File: src/rtl/mod5_pkg.sv
// Shared definitions for the mod-5 bit-stream transmitter and checker.
// State encodings, the modulus and the tail lookup that zeroes a frame's residue.
package mod5_pkg;

    localparam logic [1:0] ST_IDLE  = 2'd0;
    localparam logic [1:0] ST_SHIFT = 2'd1;
    localparam logic [1:0] ST_TAIL  = 2'd2;

    localparam logic [3:0] MOD5 = 4'd5;

    // Tail t = (2*r) mod 5, so that (value*8 + t) is divisible by five.
    function automatic logic [2:0] tail_lut(input logic [2:0] r);
        logic [2:0] t;
        case (r)
            3'd0:    t = 3'd0;
            3'd1:    t = 3'd2;
            3'd2:    t = 3'd4;
            3'd3:    t = 3'd1;
            3'd4:    t = 3'd3;
            default: t = 3'd0;
        endcase
        return t;
    endfunction

endpackage

File: src/rtl/mod5_residue_step.sv
// One step of the running residue: next = (2*residue + bit) mod 5, divider-free.
// Shared with the checker side of the link.
module mod5_residue_step
    import mod5_pkg::*;
(
    input  logic [2:0] residue,
    input  logic       bit_in,
    output logic [2:0] residue_next
);

    logic [3:0] sum;
    logic [3:0] reduced;

    // Residue is at most 4, so the sum is at most 9 and one subtraction suffices.
    always_comb begin
        sum          = {residue, 1'b0} + {3'd0, bit_in};
        reduced      = (sum >= MOD5) ? (sum - MOD5) : sum;
        residue_next = reduced[2:0];
    end

endmodule

File: src/rtl/mod5_bit_tx.sv
// MSB-first serial transmitter with frame strobes and running residue mod 5.
// Define MOD5_TX_TAIL_EN to append a 3-bit tail making every frame divisible by five.
module mod5_bit_tx
    import mod5_pkg::*;
#(
    parameter int WIDTH = 8
) (
    input  logic             clk,
    input  logic             rst_n,
    input  logic             load_valid,
    output logic             load_ready,
    input  logic [WIDTH-1:0] load_data,
    output logic             bit_out,
    output logic             bit_valid,
    output logic             frame_start,
    output logic             frame_last,
    output logic [2:0]       residue,
    output logic             div5
);

    logic [1:0]       state_reg;
    logic [WIDTH-1:0] shreg_reg;
    logic [5:0]       cnt_reg;
    logic [2:0]       residue_reg;
    logic [2:0]       tail_reg;
    logic [2:0]       residue_next;
    logic             last_data;
    logic             load_fire;

    mod5_residue_step u_step (
        .residue      (residue_reg),
        .bit_in       (bit_out),
        .residue_next (residue_next)
    );

    always_comb begin
        bit_valid   = (state_reg != ST_IDLE);
        last_data   = (state_reg == ST_SHIFT) && (cnt_reg == 6'd0);
        frame_start = (state_reg == ST_SHIFT) && (cnt_reg == 6'(WIDTH - 1));
        bit_out     = 1'b0;
        if (state_reg == ST_SHIFT)
            bit_out = shreg_reg[WIDTH-1];
        else if (state_reg == ST_TAIL)
            bit_out = tail_reg[2];
`ifdef MOD5_TX_TAIL_EN
        frame_last  = (state_reg == ST_TAIL) && (cnt_reg == 6'd0);
`else
        frame_last  = last_data;
`endif
        residue     = bit_valid ? residue_next : 3'd0;
        div5        = frame_last && (residue == 3'd0);
        // Ready on the final frame bit lets frames run with zero gap.
        load_ready  = (state_reg == ST_IDLE) || frame_last;
        load_fire   = load_valid && load_ready;
    end

    always_ff @(posedge clk) begin
        if (!rst_n) begin
            state_reg   <= ST_IDLE;
            shreg_reg   <= '0;
            cnt_reg     <= 6'd0;
            residue_reg <= 3'd0;
            tail_reg    <= 3'd0;
        end else begin
            case (state_reg)
                ST_IDLE: begin
                    if (load_fire) begin
                        shreg_reg   <= load_data;
                        cnt_reg     <= 6'(WIDTH - 1);
                        residue_reg <= 3'd0;
                        state_reg   <= ST_SHIFT;
                    end
                end
                ST_SHIFT: begin
                    shreg_reg   <= shreg_reg << 1;
                    residue_reg <= residue_next;
                    cnt_reg     <= cnt_reg - 6'd1;
                    if (last_data) begin
`ifdef MOD5_TX_TAIL_EN
                        tail_reg  <= tail_lut(residue_next);
                        cnt_reg   <= 6'd2;
                        state_reg <= ST_TAIL;
`else
                        if (load_fire) begin
                            shreg_reg   <= load_data;
                            cnt_reg     <= 6'(WIDTH - 1);
                            residue_reg <= 3'd0;
                        end else begin
                            state_reg <= ST_IDLE;
                        end
`endif
                    end
                end
`ifdef MOD5_TX_TAIL_EN
                ST_TAIL: begin
                    tail_reg    <= tail_reg << 1;
                    residue_reg <= residue_next;
                    cnt_reg     <= cnt_reg - 6'd1;
                    if (cnt_reg == 6'd0) begin
                        if (load_fire) begin
                            shreg_reg   <= load_data;
                            cnt_reg     <= 6'(WIDTH - 1);
                            residue_reg <= 3'd0;
                            state_reg   <= ST_SHIFT;
                        end else begin
                            state_reg <= ST_IDLE;
                        end
                    end
                end
`endif
                default: state_reg <= ST_IDLE;
            endcase
        end
    end

endmodule

File: config.mk
export PLATFORM = sky130hd
export DESIGN_NAME = mod5_bit_tx
export DESIGN_NICKNAME = d
export VERILOG_FILES = /design/src/rtl/mod5_pkg.sv /design/src/rtl/mod5_residue_step.sv /design/src/rtl/mod5_bit_tx.sv
export SDC_FILE = /design/constraint.sdc
export NUM_CORES = 1
export LEC_CHECK = 0
export ABC_AREA = 1
export BUFFER_PORTS_ARGS = -buffer_cell sky130_fd_sc_hd__clkbuf_2
export CORE_MARGIN = 3
export CORE_UTILIZATION = 55
export CTS_BUF_LIST = sky130_fd_sc_hd__clkbuf_4
export CTS_CLUSTER_DIAMETER = 50
export DETAILED_ROUTE_END_ITERATION = 8
export GPL_TIMING_DRIVEN = 0
export PLACE_DENSITY = 0.8
export SYNTH_ARGS = -nofsm -noshare
export SYNTH_HDL_FRONTEND = slang
export SYNTH_SLANG_ARGS = --single-unit
export TNS_END_PERCENT = 20
File: constraint.sdc
create_clock -name clk -period 2.4 [get_ports clk]
set_input_delay 0.24 -clock clk [delete_from_list [all_inputs] [get_ports clk]]
set_output_delay 0.24 -clock clk [all_outputs]
set_load 0.1 [all_outputs]
After elaboration in Yosys (flattened, before gate mapping) --
Index checks and enable logic that the tools add are counted.
Word-level totals: input bits 11, logic and storage cells 44, bits in registers 19, output and inout bits 9
Operators by class: reductions and logical operators 12, mux-type cells 19, order comparisons 1, add/sub/neg operators 3, equality and inequality tests 5
Operators with widths (number):
- 2-to-1 mux 8 bit | 3
- 2-to-1 mux 6 bit | 3
- case mux 8 bit (2 select lines) | 1
- 2-to-1 mux 3 bit | 5
- case mux 6 bit (2 select lines) | 1
- equality test 6 x 3 -> 1 bit, second input constant | 1
- zero test 6 bit | 1
- 2-to-1 mux 2 bit | 3
- != test 2 bit, second input constant | 3
- case mux 3 bit (2 select lines) | 1
- subtractor 6 x 1 -> 6 bit, second input constant | 1
- adder 4 x 1 -> 4 bit | 1
- >= comparator 4 x 3 -> 1 bit, second input constant | 1
- logical AND 1 bit | 4
- case mux 2 bit (2 select lines) | 1
- nonzero test 2 bit | 2
- zero test 3 bit | 1
- AND reduction 3 bit | 1
- subtractor 3 bit, second input constant | 1
- equality test 2 x 1 -> 1 bit, second input constant | 1
- zero test 2 bit | 1
- AND reduction 2 bit | 1
- logical OR 1 bit | 1
- 2-to-1 mux 1 bit | 1

Logic depth before layout (Yosys ltp) --
Gate-level depths: netlist (run 1).
depth after elaboration 8, depth in mapped cells 11, depth with buffers taken out 10

Hierarchy --
A second synthesis (run 1) with hierarchy kept.
Second synthesis, totals: cells, all modules 157, area, all modules 1068.5 sq um
By module, submodules not included:
- mod5_bit_tx | area an instance 969.7 sq um, times used 1, seq. area each 360.3 sq um, cells each 139
- mod5_residue_step | area an instance 98.8 sq um, times used 1, seq. area each 0.0 sq um, cells each 18

Least setup slack after synthesis (run 1) --
Ideal clock, no wire load.
kind reg-to-output, from reg state_reg[0], to out div5, buffers on the path 1, stages on the path, launching flop included 10, slack -2.570 ns, arrival time 4.730 ns, required time 2.160 ns, cells stage by stage dfxtp_1 > buf_4 > nand2_1 > inv_1 > ha_1 > nand2_1 > nand4_1 > nand2_1 > nor2_1 > nor2_1
Between the ends: cells in the longest elaborated chain, start to end 8, elaborated cells on any way between the ends 11, classes of those cells 2 x add/sub; 1 x order compare; 1 x eq/ne; 3 x mux; 4 x reduce/logical
RTL lines:
- from (decl) | line mod5_bit_tx.sv:21 | logic [1:0] state_reg;
- from (signal assigned) | line mod5_bit_tx.sv:59 | state_reg <= ST_IDLE;
- from (signal assigned) | line mod5_bit_tx.sv:71 | state_reg <= ST_SHIFT;
- from (signal assigned) | line mod5_bit_tx.sv:89 | state_reg <= ST_IDLE;
- equality test 2 x 1 -> 1 bit (*) | line mod5_bit_tx.sv:41 | if (state_reg == ST_SHIFT)
- 2-to-1 mux 1 bit (*) | line mod5_bit_tx.sv:41
- net bit_out | line mod5_bit_tx.sv:13 | output logic bit_out,
- adder 4 x 1 -> 4 bit (*) | line mod5_residue_step.sv:16 | sum = {residue, 1'b0} + {3'd0, bit_in};
- >= comparator 4 x 3 -> 1 bit / subtractor 3 bit (equally long branches) | line mod5_residue_step.sv:17 | reduced = (sum >= MOD5) ? (sum - MOD5) : sum;
- 2-to-1 mux 3 bit (*) | line mod5_residue_step.sv:17
- 2-to-1 mux 3 bit (*) | line mod5_bit_tx.sv:50 | residue = bit_valid ? residue_next : 3'd0;
- net residue[1] | line mod5_bit_tx.sv:17 | output logic [2:0] residue,
- zero test 3 bit (*) | line mod5_bit_tx.sv:51 | div5 = frame_last && (residue == 3'd0);
- logical AND 1 bit (*) | line mod5_bit_tx.sv:51
- to (decl) | line mod5_bit_tx.sv:18 | output logic div5
Mark *: on every way through the listed nets, which the timed path passes. The rest lies on a longest branch.

Final worst setup path (run 1) --
from reg state_reg[0], to out residue[0]
Between the ends: cells in the longest elaborated chain, start to end 6, elaborated cells on any way between the ends 8, classes of those cells 2 x add/sub; 1 x order compare; 1 x eq/ne; 3 x mux; 1 x reduce/logical
RTL lines (line):
- equality test 2 x 1 -> 1 bit | mod5_bit_tx.sv:41
- 2-to-1 mux 1 bit | mod5_bit_tx.sv:41
- adder 4 x 1 -> 4 bit | mod5_residue_step.sv:16
- >= comparator 4 x 3 -> 1 bit / subtractor 3 bit (equally long branches) | mod5_residue_step.sv:17
- 2-to-1 mux 3 bit | mod5_residue_step.sv:17
- 2-to-1 mux 3 bit (*) | mod5_bit_tx.sv:50
- to (decl) | mod5_bit_tx.sv:17
Mark *: on every way between the ends. The rest lies on a longest branch, timed or not.

==> results by group, run 1 <==
Route
  • Final ANT Viol Nets: 0
  • Initial DRC Count: 17
  • DRT Pass-1 Iters: 4
  • Vias/cell: 5.10
  • Drt total wl: 2.16 mm
  • Remaining DRCs: 0
  • Routed vias: 980
  • Wire length per cell: 11.3 µm

Cells and area
  • Number of flip-flops in the largest register: 8
  • Area grow syn2layout: 23.7%
  • Layout cells sized above 1: 33.9%
  • Final Util: 77.5%
  • Fin nets: 184
  • Final instance area: 1260 µm²
  • Post-Layout Cell Count: 192
  • # fillers: 135
  • Total inserted antenna cells: 0

STA
  • Max Clk Rate: 442 MHz
  • Slew @ Worst Pin: 0.544 ns
  • RSZ-0062 raised after global routing: false
  • Normalized max-slew margin: 63.9%
  • Setup-failing EPs final: 0
  • Fin. Hold Viols: 0
  • Pins Over Slew Limit: 0
  • Fin crit share: 94.3%
  • Tmin final: 2.26 ns
  • Clock Skews: 0.0107 ns

Worst setup path
  • Worst-path fanout max: 10
  • CP Data Arrival Time: 2.02 ns
  • CP Data Required Time: 2.16 ns
  • Kind of critical path: register to primary output
  • Type of origin of the critical path: register
  • CP endpoint kind: primary output

Logic synthesis
  • Post-synthesis xor/xnor area fraction: 1.72%
  • EDFF count, synth: 0
  • Asr flop ratio synth: 0%
  • Syn. warnings: 0
  • Yosys reg bits: 18
  • Library cells used by synthesis: 22
  • Netlist Area Pre-Place: 1020 µm²
  • Post-synthesis simple-gate area fraction: 31.9%
  • Syn Inst Count: 145
  • Mux contribution to synthesized area: 0%
  • Post-Synth Adder-Cell Area: 4.90%
  • Syn_nets: 160
  • Syn Area/Cell: 7.04 µm²
  • Seq/Total Area, Yosys: 35.3%
  • Synth Flop Type: dfxtp_1
  • Post-synthesis compound-gate area fraction: 18.8%
  • Largest family of logic cells by synthesized area: simple AND/OR/NAND/NOR gates

GRT
  • Initial antenna violation count: 0
  • First-pass GRT wire length: 3.85 mm
  • Vias in the first global route: 926
  • GR Overflow Total: 0
  • All-Layer GR Usage: 19.9%
  • Largest net degree at the start of global routing: 11

Worst hold path
  • Worst hold path class: input pin to register

Floorplanning
  • Die height: 49.1 µm
  • Initial Util: 62.7%
  • Core ar.: 1630 µm²
  • Chip Width: 49.1 µm
  • Io pins: 20
  • Die area: 2410 µm²
  • Site Rows: 14

Placement
  • Number of port buffers: 19
  • DP Area: 1220 µm²
  • Post-DP HPWL: 1.67 mm
  • Routability cong.: 0.771
  • Placed cells: 188

Clock network
  • CTS H-tree lvls: 1
  • CTS tree: yes
  • Clk slew on worst S/H paths: 0.11 ns
  • CTS Buf Count: 3
  • Sink Count: 18
  • Clock Path Buffers: 2
  • Root buffer cell: clkbuf_4
  • Clock latency on the worst-skew pair: 0.30 ns

Pwr
  • Power Dens Cells: 603 nW/µm²
  • Leakage: 0.547 nW
  • Maximum VDD drop: 0.000430 V

Outcome
  • Outcome: finished clean

Run
  • # Max-Cap Violations: 0
where the power goes:
group	internal [mW]	switching, mW	total (mW)
registers	0.324	0.0231	0.347
logic	0.0792	0.179	0.258
clock network	0.0605	0.0952	0.156
cell families after synthesis:
family | count (synthesis)
buffers and inverters | 19
xor gates and xnor gates | 2
adders and majority gates | 4
DFF | 18
AOI/OAI and AO/OA | 33
and+or+nand+nor | 69
repair_timing:
item                       CTS  global route
hold buffers                 0             0
gates cloned                 0             0
setup buffers                0             0
pin swaps                    0             0
setup endpoints to repair    1             3
resized for setup            1             7
per-layer routing:
layer / vias to the layer above / GRT usage (%) / wire length, µm
li1: 521 / - / -
met1: 432 / 25.4 / 1040
met2: 23 / 32.4 / 1000
met3: 4 / 3.67 / 85
met4: 0 / 8.53 / 35
met5: - / 0 / 0
critical path: stages (launching register included):
cell and delay, ns:
dfxtp_4 0.38, buf_8 0.15, nand2_4 0.07, clkinvlp_4 0.09, ha_4 0.16, nand2_2 0.08
nand3_2 0.10, nand2_1 0.09, nand2_2 0.07, nor2_2 0.07, clkbuf_2 0.45
cell usage after synthesis (4+ instances only):
library cell	instances	area share [%]
nand2_1	33	12
dfxtp_1	18	35
nor2_1	14	5.1
a21oi_1	12	5.9
inv_1	12	4.4
o21ai_0	10	4.9
nand3_1	9	4.4
a21oi_2	7	6.0
ha_1	4	4.9
inv_2	4	1.5
nand4_1	4	2.5
o21ai_1	4	2.0
metrics by stage:
step	total power, mW	setup slack (ns)	hold WS [ns]	setup TNS (ns)
final	0.762	0.137	0.168	0
after global routing	0.804	0.0124	0.168	0
after CTS	0.759	0.0159	0.169	0
after detailed placement	0.607	0.229	0.460	0
after global placement	0.599	0.289	0.452	0
after floorplan	0.558	-0.408	0.369	-0.936
area by class of cell:
cell class	count	area [µm²]	share of cell area [%]
Buffer	3	23.8	1.88
Clock buffer	3	22.5	1.78
Clock inverter	1	3.75	0.297
Inverter	16	63.8	5.05
Multi-Input combinational cell	108	642	50.8
Sequential cell	18	364	28.8
Tap cell	24	30.0	2.38
Timing Repair Buffer	19	113	8.92
worst paths after layout:
check / depth (start not counted) / start / slack [ns] / to
worst min register to register: 2 / shreg_reg[0]$_SDFFE_PN0P_ / 0.47 / shreg_reg[0]$_SDFFE_PN0P_
worst min-delay path: 3 / load_data[3] / 0.17 / shreg_reg[3]$_SDFFE_PN0P_
worst max-delay path: 10 / state_reg[0]$_SDFFE_PN0P_ / 0.14 / residue[0]
worst max register to register: 11 / state_reg[0]$_SDFFE_PN0P_ / 0.87 / residue_reg[0]$_SDFFE_PN0P_
cell usage in the layout (no fill, tap or decap):
cell type	instances
a21oi_1	12
a21oi_2	7
buf_12	1
buf_2	1
buf_8	1
clkbuf_1	1
clkbuf_2	17
clkbuf_4	4
clkinv_1	1
clkinvlp_4	1
dfxtp_1	17
dfxtp_4	1
ha_1	3
ha_4	1
inv_1	11
inv_2	4
nand2_1	28
nand2_2	7
nand2_4	3
nand3_1	8
nand3_2	1
nand3_4	1
nand3b_1	1
nand4_1	4
nor2_1	9
nor2_2	5
nor2_4	2
o21ai_0	10
o21ai_1	4
xnor2_1	1
xor2_1	1
No activity file was read; power rests on OpenSTA's default activity.
==> run 2, diff against run 1 <==
--- a/config.mk
+++ b/config.mk
@@ -13,8 +13,9 @@
 export CTS_CLUSTER_DIAMETER = 50
 export DETAILED_ROUTE_END_ITERATION = 8
 export GPL_TIMING_DRIVEN = 0
-export PLACE_DENSITY = 0.8
+export PLACE_DENSITY_LB_ADDON = 0.12
 export SYNTH_ARGS = -nofsm -noshare
 export SYNTH_HDL_FRONTEND = slang
+export SYNTH_HIERARCHICAL = 1
 export SYNTH_SLANG_ARGS = --single-unit
 export TNS_END_PERCENT = 20
==> run 2 against run 1 <==
Effect of this change:
- the run now ends with negative setup slack left
- cell area grew 6.4%
- non-clock buffer count increased by 4
- via count rose by 8.1%
- register-to-register slack worse by 0.08 ns
- final cell count is 8.3% higher
- die area rose by 4.1%
- critical endpoint is now div5
- flip-flop and latch count is the same
- first-iteration DRC count fell by 18%
- clock power up 12%
==> results by group, run 2 <==
Outcome
  • Outcome: finished, violations left
  • Failing checks: negative setup slack

Logic synthesis
  • Asr flop ratio synth: 0% (unchanged)
  • Main area contributors after synthesis: dfxtp_1 34%, nand2_1 12%, inv_1 8.1%
  • Library cells used by synthesis: 22 (unchanged)
  • Largest area contributor in the netlist: dfxtp_1
  • Most frequent cell after synthesis: nand2_1
  • Yosys reg bits: 18 (unchanged)
  • Syn Area/Cell: 6.81 µm² (-3.3%)
  • Seq/Total Area, Yosys: 33.7% (-1.6 points)
  • EDFF count, synth: 0 (unchanged)
  • Netlist Area Pre-Place: 1070 µm² (+4.7%)
  • Commonest cells post-synth: 34 x nand2_1, 23 x inv_1, 22 x nor2_1
  • Synth Flop Type: dfxtp_1
  • Syn_nets: 172 (+7.5%)
  • Syn Inst Count: 157 (+8.3%)
  • Syn. warnings: 6 (+6)
  • Top cell type's share of synthesized area: 33.7% (-1.6 points)

Route
  • Vias/cell: 5.09 (-0.25%)
  • Wire length per cell: 12.3 µm (+9.0%)
  • Initial DRC Count: 14 (-3)
  • Final ANT Viol Nets: 0 (unchanged)
  • DRT Pass-1 Iters: 5 (+1)
  • Remaining DRCs: 0 (unchanged)
  • Drt total wl: 2.55 mm (+18%)
  • Routed vias: 1,059 (+8.1%)

Clock network
  • CTS Buf Count: 3 (unchanged)
  • Clock latency on the worst-skew pair: 0.30 ns (about the same)
  • CTS tree: yes
  • CTS H-tree lvls: 1 (unchanged)
  • Sink Count: 18 (unchanged)
  • Root buffer cell: clkbuf_4
  • Clock Path Buffers: 2 (unchanged)
  • Clk slew on worst S/H paths: 0.10 ns (about the same)

Floorplanning
  • Core ar.: 1780 µm² (+9.4%)
  • Die area: 2510 µm² (+4.1%)
  • Initial Util: 59.9% (-2.7 points)
  • Io pins: 20 (unchanged)
  • Die height: 50.1 µm (+2.0%)
  • Site Rows: 15 (+1)
  • Chip Width: 50.1 µm (+2.0%)

STA
  • Slew @ Worst Pin: 0.541 ns (-0.00312 ns)
  • Tmin final: 2.45 ns (+0.186 ns)
  • Max Clk Rate: 408 MHz (-7.6%)
  • Fin crit share: 102% (+7.7 points)
  • WHS: 0.176 ns (+0.00804 ns)
  • Fin. Hold Viols: 0 (unchanged)
  • Normalized max-slew margin: 64.1% (+0.21 points)
  • Clock Skews: 0.00501 ns (-0.00565 ns)
  • Final critical-path setup slack: -0.0486 ns (-0.186 ns)
  • Total negative slack: -0.0486 ns (-0.0486 ns)
  • Pins Over Slew Limit: 0 (unchanged)
  • Setup-failing EPs final: 1 (+1)
  • RSZ-0062 raised after global routing: true

Pwr
  • Sequential power share: 43.5% (-2.1 points)
  • Clock power share: 21.7% (+1.3 points)
  • Power Dens Cells: 599 nW/µm² (-0.71%)
  • Comb pwr share: 34.7% (+0.8 points)
  • Sw frac: 38.9% (-0.15 points)
  • Maximum VDD drop: 0.000444 V (+3.3%)
  • Int Power: 0.492 mW (+5.9%)
  • Leakage: 0.663 nW (+21%)
  • Switching Power: 0.313 mW (+5.3%)

GRT
  • Initial antenna violation count: 0 (unchanged)
  • Vias in the first global route: 946 (+2.2%)
  • GR Overflow Total: 0 (unchanged)
  • Largest net degree at the start of global routing: 11 (unchanged)
  • First-pass GRT wire length: 3.98 mm (+3.4%)
  • All-Layer GR Usage: 20.4% (+0.48 points)

Placement
  • Routability cong.: 0.809 (+4.9%)
  • Post-DP HPWL: 1.81 mm (+8.2%)
  • Number of port buffers: 19 (unchanged)
  • Placed cells: 201 (+6.9%)
  • DP Area: 1260 µm² (+3.5%)
  • Place WS: 0.0880 ns (-0.141 ns)

Cells and area
  • Most frequent cells in the layout: 29 x nand2_1, 22 x nor2_1, 19 x inv_1, 17 x dfxtp_1, 15 x clkbuf_2
  • Area grow syn2layout: 25.8%
  • # fillers: 141 (+4.4%)
  • Post-Layout Cell Count: 208 (+8.3%)
  • Total inserted antenna cells: 0 (unchanged)
  • Fin nets: 199 (+8.2%)
  • Final instance area: 1340 µm² (+6.4%)
  • Commonest non-fill, non-tap cell in the layout: nand2_1
  • Number of flip-flops in the largest register: 8 (unchanged)
  • Layout cells sized above 1: 31.7% (-2.2 points)

Worst setup path
  • CP Data Required Time: 2.16 ns (about the same)
  • Slowest cell on the critical path: dfxtp_4
  • Worst-path fanout max: 4 (-6)
  • Cell breakdown of the critical path: nand2_4 -> clkinvlp_4 -> inv_2 -> ha_4 -> inv_4 -> nand2_4 -> nand3_2 -> nand2_1 -> nand2_1 -> nand2_2 -> clkinvlp_4 -> nor4_4 -> buf_8
  • CP Data Arrival Time: 2.21 ns (+0.19 ns)
  • Kind of critical path: register to primary output
  • CP endpoint kind: primary output
  • Type of origin of the critical path: register
  • Max stage delay on crit path: 0.38 ns (-0.07 ns)

Run
  • # Max-Cap Violations: 0 (unchanged)

Worst hold path
  • Worst hold path class: input pin to register
run 2: cell types whose count changed in the layout (fill, tap and decap cells not counted), sizes merged, moves of 2 or more:
cell,before,now
inv,15,23
o21ai,14,7
xor2,1,3
nor2,16,24
nand2,38,36
buf,3,8
run 2: kinds of logic after synthesis:
| family | Yosys count | synth area share [%] |
|---|---|---|
| AND/OR/NAND/NOR | 77 | 32.9 |
| AO/OA/AOI/OAI | 25 | 14.2 |
| XOR/XNOR | 4 | 3.28 |
| buffers and inverters | 29 | 11.2 |
| adder cells (fa/ha/maj) | 4 | 4.68 |
| flip-flops | 18 | 33.7 |
run 2: per-stage QoR:
step           utilization (%)  power (mW)
3_3_place_gp              70.6       0.615
2_1_floorplan                -       0.570
4_1_cts                   73.3       0.794
6_report                  75.4       0.805
3_5_place_dp              70.6       0.623
5_1_grt                   75.4       0.843
run 2: final cells by class:
| cell class | instances | area [µm²] | area share (%) |
|---|---|---|---|
| clock buffers | 4 | 30.0 | 2.23 |
| plain buffers | 3 | 21.3 | 1.58 |
| inverters | 25 | 104 | 7.73 |
| multi-input cells | 110 | 651 | 48.4 |
| flip-flops and latches | 18 | 364 | 27.1 |
| repair buffers | 23 | 143 | 10.6 |
| well taps | 25 | 31.3 | 2.33 |
run 2: layer usage:
layer  wire [µm]  part of all wire (%)  GRT usage [%]
met1        1110                    44           23.9
met2        1280                    50           35.9
met3          93                   3.6           2.72
met4          64                   2.5           9.68
met5           0                     0              0
run 2: final timing paths:
kind | to | slack, ns | depth (start not counted) | start
hold reg to reg | shreg_reg[0]$_SDFFE_PN0P_ | 0.48 | 2 | shreg_reg[0]$_SDFFE_PN0P_
setup / recovery | div5 | -0.05 | 13 | state_reg[0]$_SDFFE_PN0P_
hold / removal | shreg_reg[0]$_SDFFE_PN0P_ | 0.18 | 3 | load_data[0]
setup reg to reg | residue_reg[1]$_SDFFE_PN0P_ | 0.79 | 13 | state_reg[0]$_SDFFE_PN0P_
run 2: power by group through the flow:
stage	Sequential, mW	Combinational, mW	Clock (mW)
after CTS	0.350	0.270	0.174
after floorplan	0.362	0.207	0
final	0.350	0.279	0.175
after detailed placement	0.357	0.266	0
after global placement	0.355	0.260	0
after global routing	0.354	0.304	0.185
run 2: what timing repair did:
action                     CTS  global route
hold buffers                 0             0
pin swaps                    0             2
setup buffers                0             4
setup endpoints to repair    4             4
gates cloned                 0             0
hold endpoints to repair     0             0
gates resized for setup      6             6
run 2: critical path: cells and delay by family (launching register included):
family / cells / cell delay [ns]
buffers and inverters: 5 / 0.63
flip-flops: 1 / 0.38
AND/OR/NAND/NOR: 7 / 0.74
adder cells (fa/ha/maj): 1 / 0.14
==> run 3, diff against run 2 <==
--- a/config.mk
+++ b/config.mk
@@ -14,6 +14,7 @@
 export DETAILED_ROUTE_END_ITERATION = 8
 export GPL_TIMING_DRIVEN = 0
 export PLACE_DENSITY_LB_ADDON = 0.12
+export RECOVER_POWER = 25
 export SYNTH_ARGS = -nofsm -noshare
 export SYNTH_HDL_FRONTEND = slang
 export SYNTH_HIERARCHICAL = 1
==> run 3 against run 2 <==
Effect of this change:
- the flow still finishes with violations (negative setup slack)
- global-route usage is the same
- critical path type unchanged
- critical path depth is the same
- worst setup slack gained 0.00072 ns
- largest cell class unchanged
- non-clock buffer count is the same
- via count grew 1.3%
- cell area shrank 2.1%
==> results by group, run 3 (synthesized netlist as in run 2, its figures left out) <==
Pwr
  • Leakage: 0.656 nW (-1.0%)
  • Total chip power: 0.791 mW (-1.7%)
  • Power Dens Cells: 601 nW/µm² (+0.43%)
  • Maximum VDD drop: 0.000445 V (+0.34%)

STA
  • Max Clk Rate: 409 MHz (about the same)
  • Fin crit share: 102% (about the same)
  • Slew @ Worst Pin: 0.581 ns (+0.0408 ns)
  • Fin. Hold Viols: 0 (unchanged)
  • Clock Skews: 0.00873 ns (+0.00372 ns)
  • Setup-failing EPs final: 1 (unchanged)
  • Normalized max-slew margin: 61.2% (-2.9 points)
  • Total negative slack: -0.0479 ns (+0.000719 ns)
  • Final critical-path setup slack: -0.0479 ns (+0.000719 ns)
  • Pins Over Slew Limit: 0 (unchanged)
  • RSZ-0062 raised after global routing: true
  • Tmin final: 2.45 ns (-0.000719 ns)

Worst setup path
  • Type of origin of the critical path: register
  • Kind of critical path: register to primary output
  • CP endpoint kind: primary output
  • Max stage delay on crit path: 0.38 ns (about the same)
  • CP Data Required Time: 2.16 ns (about the same)
  • Slowest cell on the critical path: dfxtp_4
  • Worst-path fanout max: 4 (unchanged)
  • Cell breakdown of the critical path: nand2_4 -> clkinvlp_4 -> inv_2 -> ha_4 -> inv_4 -> nand2_4 -> nand3_2 -> nand2_1 -> nand2_1 -> nand2_2 -> clkinvlp_4 -> nor4_4 -> buf_8
  • CP Data Arrival Time: 2.21 ns (about the same)

Clock network
  • Sink Count: 18 (unchanged)
  • Clock latency on the worst-skew pair: 0.30 ns (about the same)
  • CTS tree: yes
  • CTS Buf Count: 3 (unchanged)
  • Clk slew on worst S/H paths: 0.11 ns (about the same)
  • CTS H-tree lvls: 1 (unchanged)
  • Root buffer cell: clkbuf_4
  • Hold-fix buffers, CTS: 0 (unchanged)
  • Clock Path Buffers: 2 (unchanged)

Route
  • Drt total wl: 2.55 mm (about the same)
  • Wire length per cell: 12.3 µm (about the same)
  • Final ANT Viol Nets: 0 (unchanged)
  • Routed vias: 1,073 (+1.3%)
  • Remaining DRCs: 0 (unchanged)
  • DRT Pass-1 Iters: 4 (-1)
  • Initial DRC Count: 24 (+10)
  • Vias/cell: 5.16 (+1.3%)

Cells and area
  • Fin nets: 199 (unchanged)
  • # fillers: 146 (+3.5%)
  • Most frequent cells in the layout: 30 x nand2_1, 22 x nor2_1, 19 x inv_1, 17 x dfxtp_1, 15 x clkbuf_2
  • Number of flip-flops in the largest register: 8 (unchanged)
  • Commonest non-fill, non-tap cell in the layout: nand2_1
  • Final instance area: 1320 µm² (-2.1%)
  • Final Util: 73.8% (-1.6 points)
  • Layout cells sized above 1: 29.5% (-2.2 points)
  • Area grow syn2layout: 23.1%
  • Total inserted antenna cells: 0 (unchanged)

Worst hold path
  • Worst hold path class: input pin to register

Floorplanning
  • Core ar.: 1780 µm² (unchanged)
  • Die height: 50.1 µm (unchanged)
  • Die area: 2510 µm² (unchanged)
  • Chip Width: 50.1 µm (unchanged)
  • Io pins: 20 (unchanged)
  • Initial Util: 59.9% (unchanged)
  • Site Rows: 15 (unchanged)

GRT
  • All-Layer GR Usage: 20.4% (unchanged)
  • Initial antenna violation count: 0 (unchanged)
  • First-pass GRT wire length: 3.98 mm (unchanged)
  • Largest net degree at the start of global routing: 11 (unchanged)
  • Vias in the first global route: 946 (unchanged)
  • GR Overflow Total: 0 (unchanged)

Outcome
  • Failing checks: negative setup slack
  • Outcome: finished, violations left

Placement
  • Number of port buffers: 19 (unchanged)
  • DP Area: 1260 µm² (unchanged)
  • Routability cong.: 0.809 (unchanged)
  • Post-DP HPWL: 1.81 mm (unchanged)

Run
  • # Max-Cap Violations: 0 (unchanged)
## run 3: per-layer routing
metal	GRT usage, %	up-vias	routed length [µm]
met1	23.9	488	1090
met2	35.9	26	1300
met4	9.68	0	65
li1	-	552	-
met5	0	-	0
met3	2.72	7	98
## run 3: stage by stage
| step | std cells | setup slack [ns] | hold WS [ns] |
|---|---|---|---|
| finish | 208 | -0.0479 | 0.176 |
| detailed placement | 201 | 0.0880 | 0.466 |
| floorplan | 157 | -1.27 | 0.374 |
| global placement | 201 | 0.168 | 0.458 |
| global route | 208 | -0.192 | 0.187 |
| CTS | 205 | -0.0500 | 0.182 |
## run 3: path summary, 6_finish.rpt
path,from,end,slack (ns),cells past startpoint
worst max-delay path,state_reg[0]$_SDFFE_PN0P_,div5,-0.05,13
worst min-delay path,load_data[0],shreg_reg[0]$_SDFFE_PN0P_,0.18,3
worst max register to register,cnt_reg[0]$_SDFFE_PN0P_,shreg_reg[2]$_SDFFE_PN0P_,0.49,7
worst min register to register,shreg_reg[0]$_SDFFE_PN0P_,shreg_reg[0]$_SDFFE_PN0P_,0.48,2
## run 3: where the power goes
part | switching [mW] | leakage (nW) | internal [mW]
clock | 0.0987 | 0.0184 | 0.0762
sequential | 0.0249 | 0.149 | 0.325
combinational | 0.183 | 0.489 | 0.0832
total | 0.306 | 0.656 | 0.485
## run 3: cell type report
type	count	area [µm²]	share of cell area (%)
Multi-Input combinational cell	110	629	47.9
Timing Repair Buffer	23	143	10.8
Inverter	25	104	7.90
Clock buffer	4	30.0	2.28
Tap cell	25	31.3	2.38
Sequential cell	18	364	27.7
Buffer	3	13.8	1.05
## run 3: repair_timing
action	CTS	global route
pin swaps	0	2
setup endpoints to repair	4	4
resized for setup	6	6
endpoints found under the hold margin	0	0
buffers inserted	0	4
## run 3: worst max-delay path, delay by kind of cell, from the launching register on
kind                       cells  cell delay [ns]
DFF                            1             0.38
adders and majority gates      1             0.14
buffers and inverters          5             0.63
and+or+nand+nor                7             0.74
